[src/rtl/alu_issue_ctrl.sv]
// rtl/alu_issue_ctrl.sv - command FIFO, ALU operand drive and registered result stage
module alu_issue_ctrl #(
    parameter int DEPTH = 4
) (
    input  logic       clk,
    input  logic       rst,
    input  logic       cmd_valid,
    output logic       cmd_ready,
    input  logic [3:0] cmd_a,
    input  logic [3:0] cmd_b,
    input  logic [2:0] cmd_sel,
    input  logic       cmd_fwd,
    output logic [3:0] alu_a,
    output logic [3:0] alu_b,
    output logic [2:0] alu_sel,
    input  logic [7:0] alu_out,
    input  logic       alu_zero,
    output logic       res_valid,
    input  logic       res_ready,
    output logic [7:0] res_data,
    output logic       res_zero,
    output logic [7:0] issued_cnt
);

    localparam int AW    = $clog2(DEPTH);
    localparam int PTR_W = AW + 1;
    localparam int ENT_W = 12;

    // Entry layout: {a[3:0], b[3:0], sel[2:0], fwd}
    logic [ENT_W-1:0] mem [DEPTH];
    logic [PTR_W-1:0] wptr;
    logic [PTR_W-1:0] rptr;
    logic [3:0]       prev_lo;

    logic             full;
    logic             empty;
    logic             push;
    logic             issue;
    logic [ENT_W-1:0] head;

    assign empty = (wptr == rptr);
    assign full  = (wptr[PTR_W-1] != rptr[PTR_W-1]) &&
                   (wptr[PTR_W-2:0] == rptr[PTR_W-2:0]);

    // cmd_ready comes only from registered pointers; no bypass when full
    assign cmd_ready = !full;
    assign push      = cmd_valid && !full;
    assign issue     = !empty && (!res_valid || res_ready);
    assign head      = mem[rptr[AW-1:0]];

    // Operand drive from the FIFO head, forced to zero when nothing is queued
    always_comb begin
        alu_a   = 4'd0;
        alu_b   = 4'd0;
        alu_sel = 3'd0;
        if (!empty) begin
            alu_a   = head[0] ? prev_lo : head[11:8];
            alu_b   = head[7:4];
            alu_sel = head[3:1];
        end
    end

    // Command storage; contents need no reset since pointers define validity
    always_ff @(posedge clk) begin
        if (!rst && push) begin
            mem[wptr[AW-1:0]] <= {cmd_a, cmd_b, cmd_sel, cmd_fwd};
        end
    end

    // FIFO pointers: push and pop may both happen in one edge
    always_ff @(posedge clk) begin
        if (rst) begin
            wptr <= '0;
            rptr <= '0;
        end else begin
            if (push) begin
                wptr <= wptr + PTR_W'(1);
            end
            if (issue) begin
                rptr <= rptr + PTR_W'(1);
            end
        end
    end

    // Result register: an issue overwrites (even while draining), a bare drain clears valid
    always_ff @(posedge clk) begin
        if (rst) begin
            res_valid  <= 1'b0;
            res_data   <= 8'h00;
            res_zero   <= 1'b0;
            prev_lo    <= 4'h0;
            issued_cnt <= 8'h00;
        end else if (issue) begin
            res_valid  <= 1'b1;
            res_data   <= alu_out;
            res_zero   <= alu_zero;
            prev_lo    <= alu_out[3:0];
            issued_cnt <= issued_cnt + 8'd1;
        end else if (res_valid && res_ready) begin
            res_valid  <= 1'b0;
        end
    end

endmodule

[config.mk]
export PLATFORM = sky130hd
export DESIGN_NAME = alu_issue_ctrl
export DESIGN_NICKNAME = d
export VERILOG_FILES = /design/src/rtl/alu_issue_ctrl.sv
export SDC_FILE = /design/constraint.sdc
export NUM_CORES = 1
export LEC_CHECK = 0
export CORE_ASPECT_RATIO = 1.5
export CORE_MARGIN = 2
export CORE_UTILIZATION = 47
export DETAILED_ROUTE_END_ITERATION = 16
export PLACE_DENSITY = 0.77
export RECOVER_POWER = 50
export SYNTH_ARGS = -nofsm -noshare
export SYNTH_HDL_FRONTEND = slang
export SYNTH_SLANG_ARGS = --single-unit
[constraint.sdc]
create_clock -name clk -period 2.9 [get_ports clk]
set_clock_uncertainty 0.2 [all_clocks]
set_input_delay 0.87 -clock clk [delete_from_list [all_inputs] [get_ports clk]]
set_output_delay 0.87 -clock clk [all_outputs]
set_load 0.05 [all_outputs]
Word-level counts from Yosys, hierarchy flattened
Memories as Yosys holds them, arrays and structs flattened. A register that Yosys moved wholly into a read port is not among the register bits.
Index checks and enable logic that the tools add are counted.
{"block": "word_totals", "reg_bits": 28, "latch_bits": 0, "mem_bits_rw": 48, "romBits": 0, "inputBits": 25, "output_inout_bits": 30, "memories": 1}
{"block": "classes", "addsub": 3, "multipliers": 0, "div": 0, "magnitude_cmp": 0, "n_eq_ne": 3, "n_shift": 0, "mux": 10, "n_bitwise": 0, "reduce_logical": 11}
{"name": "mem", "words": 4, "word_bits": 12, "read_ports": 1, "rd_clocked_by_memory_dff": 1, "wr": 1, "line": "30", "source": "logic [ENT_W-1:0] mem [DEPTH];"}
{"op": "2-to-1 mux 4 bit", "count": 3}
{"op": "adder 8 x 1 -> 8 bit, second input constant", "count": 1}
{"op": "adder 3 x 1 -> 3 bit, second input constant", "count": 2}
{"op": "logical AND 1 bit", "count": 5}
{"op": "zero test 1 bit", "count": 4}
{"op": "2-to-1 mux 1 bit", "count": 4}
{"op": "2-to-1 mux 2 bit", "count": 2}
{"op": "== test 3 bit", "count": 1}
{"op": "2-to-1 mux 3 bit", "count": 1}
{"op": "== test 2 bit", "count": 1}
{"op": "nonzero test 2 bit", "count": 1}
{"op": "logical OR 1 bit", "count": 1}
{"op": "!= test 1 bit", "count": 1}

Longest topological paths before layout
Gate-level depths: netlist of run 1.
{"block": "logic_depth", "ltp_word": 7, "mapped_depth": 5}

Worst setup path before layout of run 1
Ideal clock, no wire load.
{"block": "synth_timing", "kind": "register to output", "start": "register with a tool-made name", "end": "output port alu_a[0]", "t_arrival_ps": 1757, "required_ps": 1830, "slack_ps": 73, "path_stages_with_launch": 4, "path_cell_list": "dfxtp_1 mux4_2 mux2i_1 nor2_1"}
{"item": "to (decl)", "line": "13", "source": "output logic [3:0] alu_a,"}

==> reports/results.ini, run 1 <==
[outcome]
status = complete, no violations

[final_layout]
drive_gt1_share_pct = 21.77
nFillCells = 482
area_delta_synth_final_pct = 29.86
fin_nets = 297
n_antenna_cell = 0

[route]
drc_errors = 0
routed_wl_um = 5532
vias_per_cell = 5.304
drt_pass1_iterations = 4
drt-initial-drc-count = 30
wl_per_cell_um = 16.03
ant_nets = 0
num_vias = 1830

[grt]
grt_max_degree = 27
grt-ovfl-total = 0
antenna_found_initial = 0
grt_pass1_wl_um = 9183
grt_usage_pct = 17.15
grt_pass1_vias = 1978

[setup_path]
r2r_slack_ns = 0.49
endpoint_kind = output pin
critPathMaxFanout = 4
reg2reg_depth = 4
required_ns = 1.83
cp-endpoint = alu_a[3]
r2r_end = mem[3][7]$_DFFE_PP_
crit_type = reg -> out
rr_startpoint = wptr[0]$_SDFFE_PP0P_
start_kind = flip-flop
arrival_ns = 1.80

[pwr]
switching_power_mw = 1.424
finalPower_mw = 3.724
power.share.switching_pct = 38.24
max-vdd-ir-drop_v = 0.0004844
p_comb_share_pct = 43.8
pwr-share-seq_pct = 35.4
p_leak_nw = 1.394
internal_power_mw = 2.300
power.density_nw_per_um2 = 950.7
clockPowerShare_pct = 20.8

[yosys]
postSynthAreaPerCell_sq_um = 15.31
ys.warnings.count = 0
netlist_instances = 197
synth_edf_count = 48
ys_seq_elements = 74
syn-num-nets = 228
ys_async_sr_fraction_pct = 0
synthTopCellsByArea = edfxtp_1 48%, dfxtp_1 17%, mux4_2 9.0%
synth.distinct_cells = 31
syn_area_sq_um = 3017
synth_common_cells = 48 x edfxtp_1, 26 x dfxtp_1, 23 x nor2_1
yosysTopAreaCell = edfxtp_1
synth.top_cell.area_share_pct = 47.78
ys.flop_type = edfxtp_1
seq_area_frac_synth_pct = 65.04
synth_most_common_cell = edfxtp_1

[floorplanning]
die_h_um = 102.1
initial_core_util_pct = 48.86
core_area_sq_um = 6175
rows = 35
die_area_sq_um = 7089
fp.dieW_um = 69.42
ioPinCount = 55

[clocking]
htreeDepth = 3
holdBufCountCts = 0
cts.sinks = 74
clk_pin_slew_ns = 0.08
cts_buffers = 9
root_buffer = clkbuf_8
cts_tree = built
insertion_delay_ns = 0.34
clockBufferDepth = 2
post_cts_buffers = 0

[worst_hold_path]
hp-class = reg -> reg

[sta]
fin_hold_ws_ns = 0.2951
fmax_mhz = 349.0
hold_violations = 0
setup_tns_ns = 0
period_needed_ns = 2.866
final-setup-viol-count = 0
relSlewSlack_pct = 25.35
min_period_over_period_pct = 98.82
drv_slew = 0
worst_slew_pin_slew_ns = 1.120
rsz0062_at_grt = true

[placed_design]
io_buffer_count = 54
hpwl_um = 3887
gp_congestion = 0.7858

[run]
cap_violations = 0

==> worst max-delay path, stage by stage (launching register included) <==
cell and delay, ns:
dfxtp_4 0.37, mux4_2 0.58, mux2i_1 0.15, nor2_1 0.18
buf_12 0.17
==> cells in the final DEF (no fill, tap or decap), types with 6 or more instances in the layout <==
master and count:
nor2b_1 7, nand3_1 6, mux2i_1 15, a21oi_1 6
xnor2_1 9, dlygate4sd3_1 13, buf_4 15, edfxtp_1 48
nor2_1 20, clkbuf_8 9, dfxtp_1 23, mux4_2 12
ha_1 6, clkdlybuf4s50_1 29
==> per-layer routing <==
layer,vias up,global-route usage (%),share of wire [%]
met4,0,10.71,1.1
met1,901,18.46,38
met2,47,31.51,56
li1,878,-,-
met5,-,0,0
met3,4,2.663,4.0
==> power by group through the flow <==
stage / Clock [mW] / Combinational [mW] / Sequential [mW]
global route: 0.838 / 1.74 / 1.34
detailed placement: 0 / 1.63 / 1.34
global placement: 0 / 1.61 / 1.33
finish: 0.773 / 1.63 / 1.32
CTS: 0.794 / 1.65 / 1.32
floorplan: 0 / 0.928 / 1.51
==> state kept, by name, summed over array words and instances (netlist names), named ones only <==
register,count
issued_cnt,8
mem,48
res_data,8
res_valid,1
res_zero,1
rptr,3
wptr,3
==> area by class of cell <==
| class | count | area [sq um] | share of cell area [%] |
|---|---|---|---|
| Sequential cell | 74 | 1968 | 50.24 |
| Timing Repair Buffer | 65 | 639.4 | 16.32 |
| Clock inverter | 6 | 67.56 | 1.725 |
| Tap cell | 74 | 92.59 | 2.363 |
| Clock buffer | 10 | 127.6 | 3.258 |
| Multi-Input combinational cell | 114 | 1015 | 25.90 |
| Inverter | 2 | 7.507 | 0.1916 |
==> timing repair <==
action	4_1_cts	5_1_grt
endpoints found under the setup margin	9	8
resized for setup	4	5
cloned	0	0
pin swaps	2	3
==> cell families (layout without fill, tap and decap cells) <==
group	Yosys count	count (layout)	synth area share, %
compound gates	16	16	4.106
xor+xnor	12	12	3.733
fa+ha+maj	6	6	2.489
buf+inv	9	83	1.576
flops	74	74	65.04
mux	28	28	14.31
simple gates	52	52	8.751
==> worst min path at each step <==
stage | from | end | slack [ns] | depth (start not counted)
6_report | res_zero$_SDFFE_PP0P_ | res_zero$_SDFFE_PP0P_ | 0.30 | 2
2_1_floorplan | wptr[1]$_SDFFE_PP0P_ | wptr[1]$_SDFFE_PP0P_ | 0.32 | 2
3_5_place_dp | res_zero$_SDFFE_PP0P_ | res_zero$_SDFFE_PP0P_ | 0.28 | 2
4_1_cts | res_zero$_SDFFE_PP0P_ | res_zero$_SDFFE_PP0P_ | 0.30 | 2
5_1_grt | issued_cnt[6]$_SDFFE_PP0P_ | issued_cnt[6]$_SDFFE_PP0P_ | 0.33 | 2
3_3_place_gp | res_data[6]$_SDFFE_PP0P_ | res_data[6]$_SDFFE_PP0P_ | 0.27 | 2
==> through the flow <==
step	area, sq um	utilization (%)	worst slack, ns	cells
after floorplan	3017	-	0.07305	197
after global placement	3712	60.12	0.2875	329
after detailed placement	3712	60.12	0.2848	329
after CTS	3918	63.44	-0.007508	345
after global routing	3918	63.44	-0.03017	345
final	3918	63.44	0.03432	345
(Power assumes the default switching activity.)
==> run 2, diff against run 1 <==
Settings changed: HOLD_SLACK_MARGIN from default to 0.02, SETUP_SLACK_MARGIN from default to 0.1.
==> reports/results.ini, run 2 (synthesized netlist as in run 1, its figures left out) <==
[floorplanning]
rows = 35
die_h_um = 102.1
core_area_sq_um = 6175
die_area_sq_um = 7089
initial_core_util_pct = 48.86
fp.dieW_um = 69.42
ioPinCount = 55

[worst_hold_path]
hp-class = reg -> reg

[run]
cap_violations = 0

[pwr]
p_leak_nw = 1.428
max-vdd-ir-drop_v = 0.0006430
power.density_nw_per_um2 = 952.5

[placed_design]
hpwl_um = 3906
place_inst = 330
gp_congestion = 0.7292
io_buffer_count = 54

[route]
routed_wl_um = 5573
num_vias = 1824
drc_errors = 0
drt_pass1_iterations = 4
drt-initial-drc-count = 51
wl_per_cell_um = 16.06
ant_nets = 0
vias_per_cell = 5.256

[setup_path]
critPathBufInv = 2
arrival_ns = 1.79
critPathMaxFanout = 8
critPathTopFamily = multiplexers
crit_path_max_incr_delay_ns = 0.53
required_ns = 1.83
start_kind = flip-flop
crit_path_top_delay_cell = mux4_2
endpoint_kind = output pin
crit_type = reg -> out
crit_chain = buf_8 > mux4_2 > mux2i_2 > nor2_2 > buf_12

[grt]
grt_usage_pct = 16.62
grt-ovfl-total = 0
antenna_found_initial = 0
grt_pass1_vias = 1810
grt_pass1_wl_um = 8901
grt_max_degree = 27

[sta]
period_needed_ns = 2.858
hold_violations = 0
rsz0062_at_grt = true
worst_slew_pin_slew_ns = 1.094
min_period_over_period_pct = 98.54
drv_slew = 0
relSlewSlack_pct = 27.03
fmax_mhz = 349.9
setup_tns_ns = 0
final-setup-viol-count = 0

[clocking]
cts.sinks = 74
cts_tree = built
root_buffer = clkbuf_8
cts_buffers = 9
holdBufCountCts = 0
insertion_delay_ns = 0.33
htreeDepth = 3
clk_pin_slew_ns = 0.07
clockBufferDepth = 2

[final_layout]
drive_gt1_share_pct = 26.01
final_cell_mix = 48 x edfxtp_1, 29 x clkdlybuf4s50_1, 19 x nor2_1, 19 x dfxtp_1
mostFrequentLayoutCell = edfxtp_1
n_antenna_cell = 0
final_util_pct = 64.90
final_cells = 347
area_delta_synth_final_pct = 32.85
largest_register_ff_count = 48
fin_nets = 299

[outcome]
status = complete, no violations

[run 2: cell count changes in the layout (fill, tap and decap cells not counted), moves of 2 or more]
cell     change
dfxtp_1      -4
buf_6        +3
dfxtp_2      +3
xnor2_1      -2
xnor2_2      +2
[run 2: area by class of cell]
class	count	area, sq um
repair buffers	67	683.2
clock buffers	11	131.4
fillers	476	2167
inverters	2	7.507
well taps	74	92.59
clock inverters	5	56.30
multi-input cells	114	1061
flip-flops and latches	74	1976
[run 2: timing repair]
item	in CTS	in global routing
pin swaps	1	1
setup buffers	0	1
setup endpoints to repair	11	12
resized for setup	8	12
[run 2: final timing paths]
kind	startpoint	to	slack (ns)	cells after the start
max	flip-flop	alu_a[3]	0.04	5
min	issued_cnt[6]$_SDFFE_PP0P_	issued_cnt[6]$_SDFFE_PP0P_	0.30	2
max reg2reg	wptr[1]$_SDFFE_PP0P_	mem[3][3]$_DFFE_PP_	0.89	4
min reg2reg	issued_cnt[6]$_SDFFE_PP0P_	issued_cnt[6]$_SDFFE_PP0P_	0.30	2
[run 2: stage by stage]
step / setup WS, ns / hold slack [ns] / area (sq um) / total power, mW
2_1_floorplan: 0.1846 / 0.3159 / 3027 / 2.453
3_3_place_gp: 0.3034 / 0.2711 / 3730 / 2.976
3_5_place_dp: 0.2785 / 0.2839 / 3730 / 2.994
4_1_cts: 0.01674 / 0.2985 / 3940 / 3.777
5_1_grt: -0.03047 / 0.3264 / 4008 / 4.010
6_report: 0.04227 / 0.2972 / 4008 / 3.817
[run 2: worst register-to-register path, stage by stage (launching register included)]
cell      delay, ns
dfxtp_2        0.38
xnor2_2        0.22
a31oi_1        0.33
and3_1         0.20
clkbuf_2       0.34
[run 2: routing by layer]
layer	vias up	GRT usage (%)	part of all wire (%)
li1	881	-	-
met1	882	17.90	37
met2	59	31.21	57
met3	2	4.635	5.8
met4	0	5.882	0.68
met5	-	0	0
[run 2: power by group]
part           internal, mW  switching, mW  total (mW)
registers              1.23         0.0927        1.33
logic                 0.758          0.982        1.74
clock network         0.396          0.355       0.751
total                  2.39           1.43        3.82
